File: src/rtl/serial_adder_pkg.sv
// Shared types and constants for the multi-cycle serial adder/subtractor.
// Optional feature macro: SERADD_OVF_EN (adds the signed-overflow output).
package serial_adder_pkg;

  // Controller states: accept operands, ripple one digit per cycle, hold result.
  typedef enum logic [1:0] {
    IDLE = 2'd0,
    RUN  = 2'd1,
    DONE = 2'd2
  } state_e;

  // Operation select encoding on the op input.
  localparam logic OP_ADD = 1'b0;
  localparam logic OP_SUB = 1'b1;

endpackage

File: src/rtl/adder_slice.sv
// Combinational DIGIT-bit ripple of full-adder cells. Besides the sum and
// carry-out it exposes the carry into the most significant bit, which the
// top level uses to derive signed overflow on the final digit.
module adder_slice #(
  parameter int DIGIT = 4
) (
  input  logic [DIGIT-1:0] x,
  input  logic [DIGIT-1:0] y,
  input  logic             ci,
  output logic [DIGIT-1:0] s,
  output logic             co,
  output logic             c_msb
);

  // Ripple the carry from bit 0 upward; c_msb captures the carry entering the top bit.
  always_comb begin
    logic c;
    c     = ci;
    s     = '0;
    c_msb = ci;
    for (int i = 0; i < DIGIT; i++) begin
      if (i == DIGIT - 1) c_msb = c;
      s[i] = x[i] ^ y[i] ^ c;
      c    = (x[i] & y[i]) | (c & (x[i] ^ y[i]));
    end
    co = c;
  end

endmodule

File: src/rtl/serial_adder.sv
// Multi-cycle WIDTH-bit adder/subtractor processing one DIGIT-bit slice per
// clock. Subtraction is done as a + ~b + ~cin, so cout=1 means "no borrow".
// Optional feature macro: SERADD_OVF_EN adds the registered signed-overflow
// output ovf; without it there is no ovf port and no overflow logic.
//
// Handshake: a transfer happens on a rising clk edge where valid and ready
// are both high. Input side: in_ready is high only in IDLE, and a, b, cin, op
// are sampled solely on that accepting edge. Output side: out_valid is high
// in DONE with sum/cout/ovf held stable until the edge where out_ready is high;
// out_valid never drops without a completed transfer (except under reset).
module serial_adder
  import serial_adder_pkg::*;
#(
  parameter int WIDTH = 32,
  parameter int DIGIT = 4
) (
  input  logic             clk,
  input  logic             reset_n,
  input  logic             in_valid,
  output logic             in_ready,
  input  logic [WIDTH-1:0] a,
  input  logic [WIDTH-1:0] b,
  input  logic             cin,
  input  logic             op,
  output logic             out_valid,
  input  logic             out_ready,
  output logic [WIDTH-1:0] sum,
  output logic             cout
`ifdef SERADD_OVF_EN
  ,
  output logic             ovf
`endif
);

  localparam int NUM_DIGITS = WIDTH / DIGIT;
  localparam int CNT_W      = (NUM_DIGITS > 1) ? $clog2(NUM_DIGITS) : 1;
  localparam logic [CNT_W-1:0] LAST_DIGIT = CNT_W'(NUM_DIGITS - 1);

  // DIGIT must tile WIDTH exactly; anything else is a configuration error.
  if (DIGIT < 1 || (WIDTH % DIGIT) != 0) begin : g_bad_digit
    $error("serial_adder: DIGIT (%0d) must divide WIDTH (%0d)", DIGIT, WIDTH);
  end

  state_e           state_q;
  logic [WIDTH-1:0] a_q;
  logic [WIDTH-1:0] b_q;      // b already inverted for subtraction
  logic [WIDTH-1:0] sum_q;
  logic [WIDTH-1:0] sum_d;
  logic [CNT_W-1:0] cnt_q;
  logic [CNT_W-1:0] cnt_d;
  logic             carry_q;
  logic             cout_q;
  logic             out_valid_q;

  logic [DIGIT-1:0] dig_a;
  logic [DIGIT-1:0] dig_b;
  logic [DIGIT-1:0] slice_s;
  logic             slice_co;
  logic             slice_cmsb;

  assign dig_a = a_q[cnt_q*DIGIT +: DIGIT];
  assign dig_b = b_q[cnt_q*DIGIT +: DIGIT];

  adder_slice #(.DIGIT(DIGIT)) u_slice (
    .x     (dig_a),
    .y     (dig_b),
    .ci    (carry_q),
    .s     (slice_s),
    .co    (slice_co),
    .c_msb (slice_cmsb)
  );

  // Merge the current slice result into its digit position; advance the digit index.
  always_comb begin
    sum_d = sum_q;
    sum_d[cnt_q*DIGIT +: DIGIT] = slice_s;
    cnt_d = cnt_q + CNT_W'(1);
  end

  // Controller: latch operands in IDLE, ripple digits in RUN, hold result in DONE.
  always_ff @(posedge clk or negedge reset_n) begin
    if (!reset_n) begin
      state_q     <= IDLE;
      a_q         <= '0;
      b_q         <= '0;
      sum_q       <= '0;
      cnt_q       <= '0;
      carry_q     <= 1'b0;
      cout_q      <= 1'b0;
      out_valid_q <= 1'b0;
    end else begin
      case (state_q)
        IDLE: begin
          if (in_valid) begin
            a_q     <= a;
            b_q     <= (op == OP_SUB) ? ~b : b;
            carry_q <= cin ^ (op == OP_SUB);
            cnt_q   <= '0;
            state_q <= RUN;
          end
        end
        RUN: begin
          sum_q   <= sum_d;
          carry_q <= slice_co;
          cnt_q   <= cnt_d;
          if (cnt_q == LAST_DIGIT) begin
            cout_q      <= slice_co;
            out_valid_q <= 1'b1;
            state_q     <= DONE;
          end
        end
        DONE: begin
          if (out_ready) begin
            out_valid_q <= 1'b0;
            state_q     <= IDLE;
          end
        end
        default: begin
          out_valid_q <= 1'b0;
          state_q     <= IDLE;
        end
      endcase
    end
  end

`ifdef SERADD_OVF_EN
  logic ovf_q;

  // Signed overflow: carry into the MSB differs from carry out of it on the final digit.
  always_ff @(posedge clk or negedge reset_n) begin
    if (!reset_n) begin
      ovf_q <= 1'b0;
    end else if (state_q == RUN && cnt_q == LAST_DIGIT) begin
      ovf_q <= slice_cmsb ^ slice_co;
    end
  end

  assign ovf = ovf_q;
`else
  logic unused_cmsb;
  assign unused_cmsb = slice_cmsb;
`endif

  assign in_ready  = (state_q == IDLE);
  assign out_valid = out_valid_q;
  assign sum       = sum_q;
  assign cout      = cout_q;

endmodule

File: config.mk
export PLATFORM = sky130hd
export DESIGN_NAME = serial_adder
export DESIGN_NICKNAME = d
export VERILOG_FILES = /design/src/rtl/serial_adder_pkg.sv /design/src/rtl/adder_slice.sv /design/src/rtl/serial_adder.sv
export SDC_FILE = /design/constraint.sdc
export NUM_CORES = 1
export LEC_CHECK = 0
export ABC_CLOCK_PERIOD_IN_PS = 5000
export CAP_MARGIN = 30
export CORE_MARGIN = 3
export CORE_UTILIZATION = 42
export CTS_CLUSTER_DIAMETER = 80
export DETAILED_ROUTE_END_ITERATION = 10
export PLACE_DENSITY = 0.72
export RECOVER_POWER = 25
export SLEW_MARGIN = 20
export SYNTH_ARGS = -nofsm -noshare
export SYNTH_HDL_FRONTEND = slang
export SYNTH_SLANG_ARGS = --single-unit
File: constraint.sdc
create_clock -name clk -period 5 [get_ports clk]
set_clock_uncertainty 0.1 [all_clocks]
set_input_delay 1.5 -clock clk [delete_from_list [all_inputs] [get_ports clk]]
set_output_delay 1.5 -clock clk [all_outputs]
set_load 0.02 [all_outputs]
==> qor.csv <==
stage,metric,value,unit
setup_path,CP cell instances,clkbuf_1 > clkbuf_2 > buf_4,
sta,Slew Limit Fails,34,
clocking,clk buf depth,2,
status,failing checks,"capacitance limit, slew limit",
setup_path,Crit path largest cell delay,1230,ps
synth,sequential-to-total area share from yosys stat,0.521,
floorplan,die height,115,um
clocking,TritonCTS Buffers,9,
clocking,clock sink count,104,
setup_path,Critical Path AT,4310,ps
setup_path,crit-path max FO,49,
setup_path,WS Path Type,in -> async,
setup_path,buffers and inverters on the worst path,3,
status,status,finished with violations,
placed_design,port bufs,104,
global_routing,global-route usage over all layers,0.180,
global_routing,pin count of the biggest net entering global routing,99,
global_routing,vias in the first global route,3755,
floorplan,initial core utilization,0.434,
clocking,clk_lat worst skew,340,ps
setup_path,CP top delay family,buffers and inverters,
setup_path,worst r2r path cells,12,
pwr,pwr dens,652,nW/um2
min_path,Worst Hold Depth,2,
detailed_routing,vias per std cell,5.06,
pwr,Leakage,2.92,nW
synth,syn nets,546,
clocking,"CTS clk-pin slew, worst paths",60,ps
pwr,Sw Pwr,1.64,mW
sta,"Hold Violations, Final",0,
floorplan,die area,13200,um2
pwr,Net Sw Frac,0.389,
job,maxcap violations,1,
synth,Ys Warns,0,
final_layout,Final Cell Area,6450,um2
setup_path,crit path max-delay cell type,clkbuf_1,
setup_path,crit start category,input port,
min_path,Hold Crit Endpoint,a_q[17],
global_routing,busiest layer in global routing,met2,
synth,Syn Area/Cell,10.7,um2
global_routing,met1 global-route usage,0.236,
setup_path,Worst R2R Setup Slack,1230,ps
floorplan,io pins,105,
min_path,worst min path class,reg -> reg,
final_layout,multi-input logic area,2250,um2
clocking,CTS tree,built,
pwr,"IR drop worst, VDD",0.285,mV
detailed_routing,total routed wirelength,10800,um
global_routing,antenna violations before repair,0,
detailed_routing,routed len/inst,15.2,um
clocking,clk root buf,clkbuf_16,
detailed_routing,DRC Markers,0,
synth,"Distinct cells, synth",33,
final_layout,register area,2600,um2
detailed_routing,vias,3576,
sta,actual slew at the worst max-slew pin,1750,ps
setup_path,RR Startpoint,cnt_q[0],
global_routing,met2 usage,0.292,
global_routing,grt ovf,0,
final_layout,fraction of layout cells with a size suffix above 1,0.128,
placed_design,Final Wtd Congestion,0.783,
clocking,H-tree lvl count,3,
setup_path,CP Capture Type,async pin,
sta,Max-slew headroom,-0.165,
pwr,post-layout power,4.21,mW
floorplan,Die Wd,115,um
placed_design,DPL Wire Length,8020,um
sta,Max Fclk,0.256,GHz
synth,Mapped Cells,465,
pwr,Sequential Power Share,0.354,
floorplan,number of cell rows,39,
clocking,post-CTS setup buffers,0,
final_layout,# diodes,0,
detailed_routing,"antenna viol nets, final",0,
sta,crit share post-route,0.780,
global_routing,first-pass GRT wire length,18700,um
pwr,Clock power frac,0.166,
clocking,# resized after CTS,0,
final_layout,fill count,983,
synth,Mapped Area,4990,um2
detailed_routing,Pre-Repair DR Iteration Count,4,
min_path,Hold Startpoint,a_q[17],
final_layout,final non-filler cell total,707,
global_routing,met3 GRT Util,0.0432,
setup_path,CP required,5410,ps
placed_design,Placed Instances,689,
pwr,Comb power frac,0.480,
sta,setup TNS,0,ps
clocking,Hold Buf Count CTS,0,
final_layout,area growth from synthesis to layout,29.2,%
placed_design,Placed Area,6130,um2
detailed_routing,number of DRC markers in iteration 0,200,
floorplan,core footprint,11500,um2
pwr,P_int,2.57,mW
sta,post-layout min period,3900,ps
sta,# setup viols final,0,
synth,"FF+latch count, synth",104,
setup_path,RR Endpoint,sum[11],
final_layout,nets,640,
sta,RSZ-0062 raised after global routing,no,
-- state kept, by name, indices dropped and copies added (netlist names) --
| signal | count |
|---|---|
| carry_q | 1 |
| state_q | 2 |
| a_q | 32 |
| out_valid | 1 |
| b_q | 32 |
| cout | 1 |
| cnt_q | 3 |
| sum | 32 |
-- layer usage --
layer | up-vias | routed length, um
met3 | 14 | 485
met4 | 0 | 203
met2 | 85 | 5390
li1 | 1731 | -
met5 | - | 0
met1 | 1746 | 4690
-- power groups by stage --
stage          Clock [mW]  Combinational, mW  Sequential, mW
2_1_floorplan           0               1.31            1.50
5_1_grt             0.754               2.25            1.55
4_1_cts             0.708               2.03            1.49
6_report            0.700               2.02            1.49
3_5_place_dp            0               2.03            1.51
3_3_place_gp            0               1.98            1.49
-- worst max path at each step --
stage,to,slack (ps),depth (start not counted),from
floorplan,sum[7],1370,14,cnt_q[0]
CTS,sum[11],1150,12,cnt_q[0]
detailed placement,sum[11],1150,12,cnt_q[0]
global route,b_q[29],590,3,reset_n
finish,b_q[29],1100,3,reset_n
global placement,sum[7],1200,12,cnt_q[0]
-- cell families after synthesis --
family / after synthesis / synth area share
AND/OR/NAND/NOR: 186 / 0.160
multiplexers: 51 / 0.151
XOR/XNOR: 33 / 0.0579
flip-flops: 104 / 0.521
adder cells (fa/ha/maj): 11 / 0.0336
AO/OA/AOI/OAI: 44 / 0.0461
buffers and inverters: 36 / 0.0296
-- per-stage QoR --
stage	hold slack [ps]	utilization	setup WS, ps
2_1_floorplan	340	-	1370
3_3_place_gp	356	0.532	1200
3_5_place_dp	363	0.532	1150
4_1_cts	380	0.558	1150
5_1_grt	403	0.560	590
6_report	373	0.560	1100
-- Yosys cell counts --
cell	count	area, um2
o21ai_0	40	200
mux2i_1	6	60.1
mux4_2	16	360
nor2_1	9	33.8
nor3b_2	1	12.5
nand2b_1	6	37.5
nand2_1	148	556
buf_6	1	11.3
xnor2_1	32	280
nor2b_1	1	6.26
dfrtp_1	104	2600
a221o_1	1	10.0
mux2_4	2	30.0
or3b_2	1	8.76
nor3_1	11	55.1
inv_1	8	30.0
or4b_4	1	13.8
inv_2	1	3.75
clkbuf_1	18	67.6
nor4b_4	1	23.8
or2_1	1	6.26
buf_2	4	20.0
fa_1	4	80.1
or4b_1	1	10.0
nand3_1	1	5.00
nand4b_1	3	26.3
ha_1	7	87.6
or3_1	1	6.26
xor2_1	1	8.76
mux2_2	27	304
buf_1	4	15.0
o31ai_1	2	15.0
a21oi_1	1	5.00
-- worst reg2reg max path, stage by stage (launching register included) --
cell and delay, ps:
dfrtp_1 820, mux4_2 610, mux2i_1 190, fa_1 190, inv_1 60, fa_1 420, inv_1 90, fa_1 170
inv_1 50, fa_1 470, nand2b_1 150, nor2_1 70, mux2_2 270
-- cell type report --
class                      count  share of cell area
tap                          143              0.0277
clock buffer                  11              0.0376
sequential                   104               0.403
timing repair buffer         110               0.168
multi-input combinational    325               0.349
clock inverter                 5             0.00873
inverter                       9             0.00524
-- cell usage in the layout (no fill, tap or decap), types with 2 or more instances in the layout --
master / instances
o21ai_0: 40
mux2_2: 27
ha_1: 7
nor2_1: 9
clkbuf_1: 2
mux4_2: 16
buf_4: 4
clkinv_2: 2
mux2_4: 2
nor3_1: 11
fa_1: 4
xnor2_1: 32
inv_1: 8
nand2_1: 148
nand4b_1: 3
nand2b_1: 6
dfrtp_1: 104
o31ai_1: 2
mux2i_1: 6
clkdlybuf4s50_1: 102
clkbuf_16: 9
(Power assumes the default switching activity.)
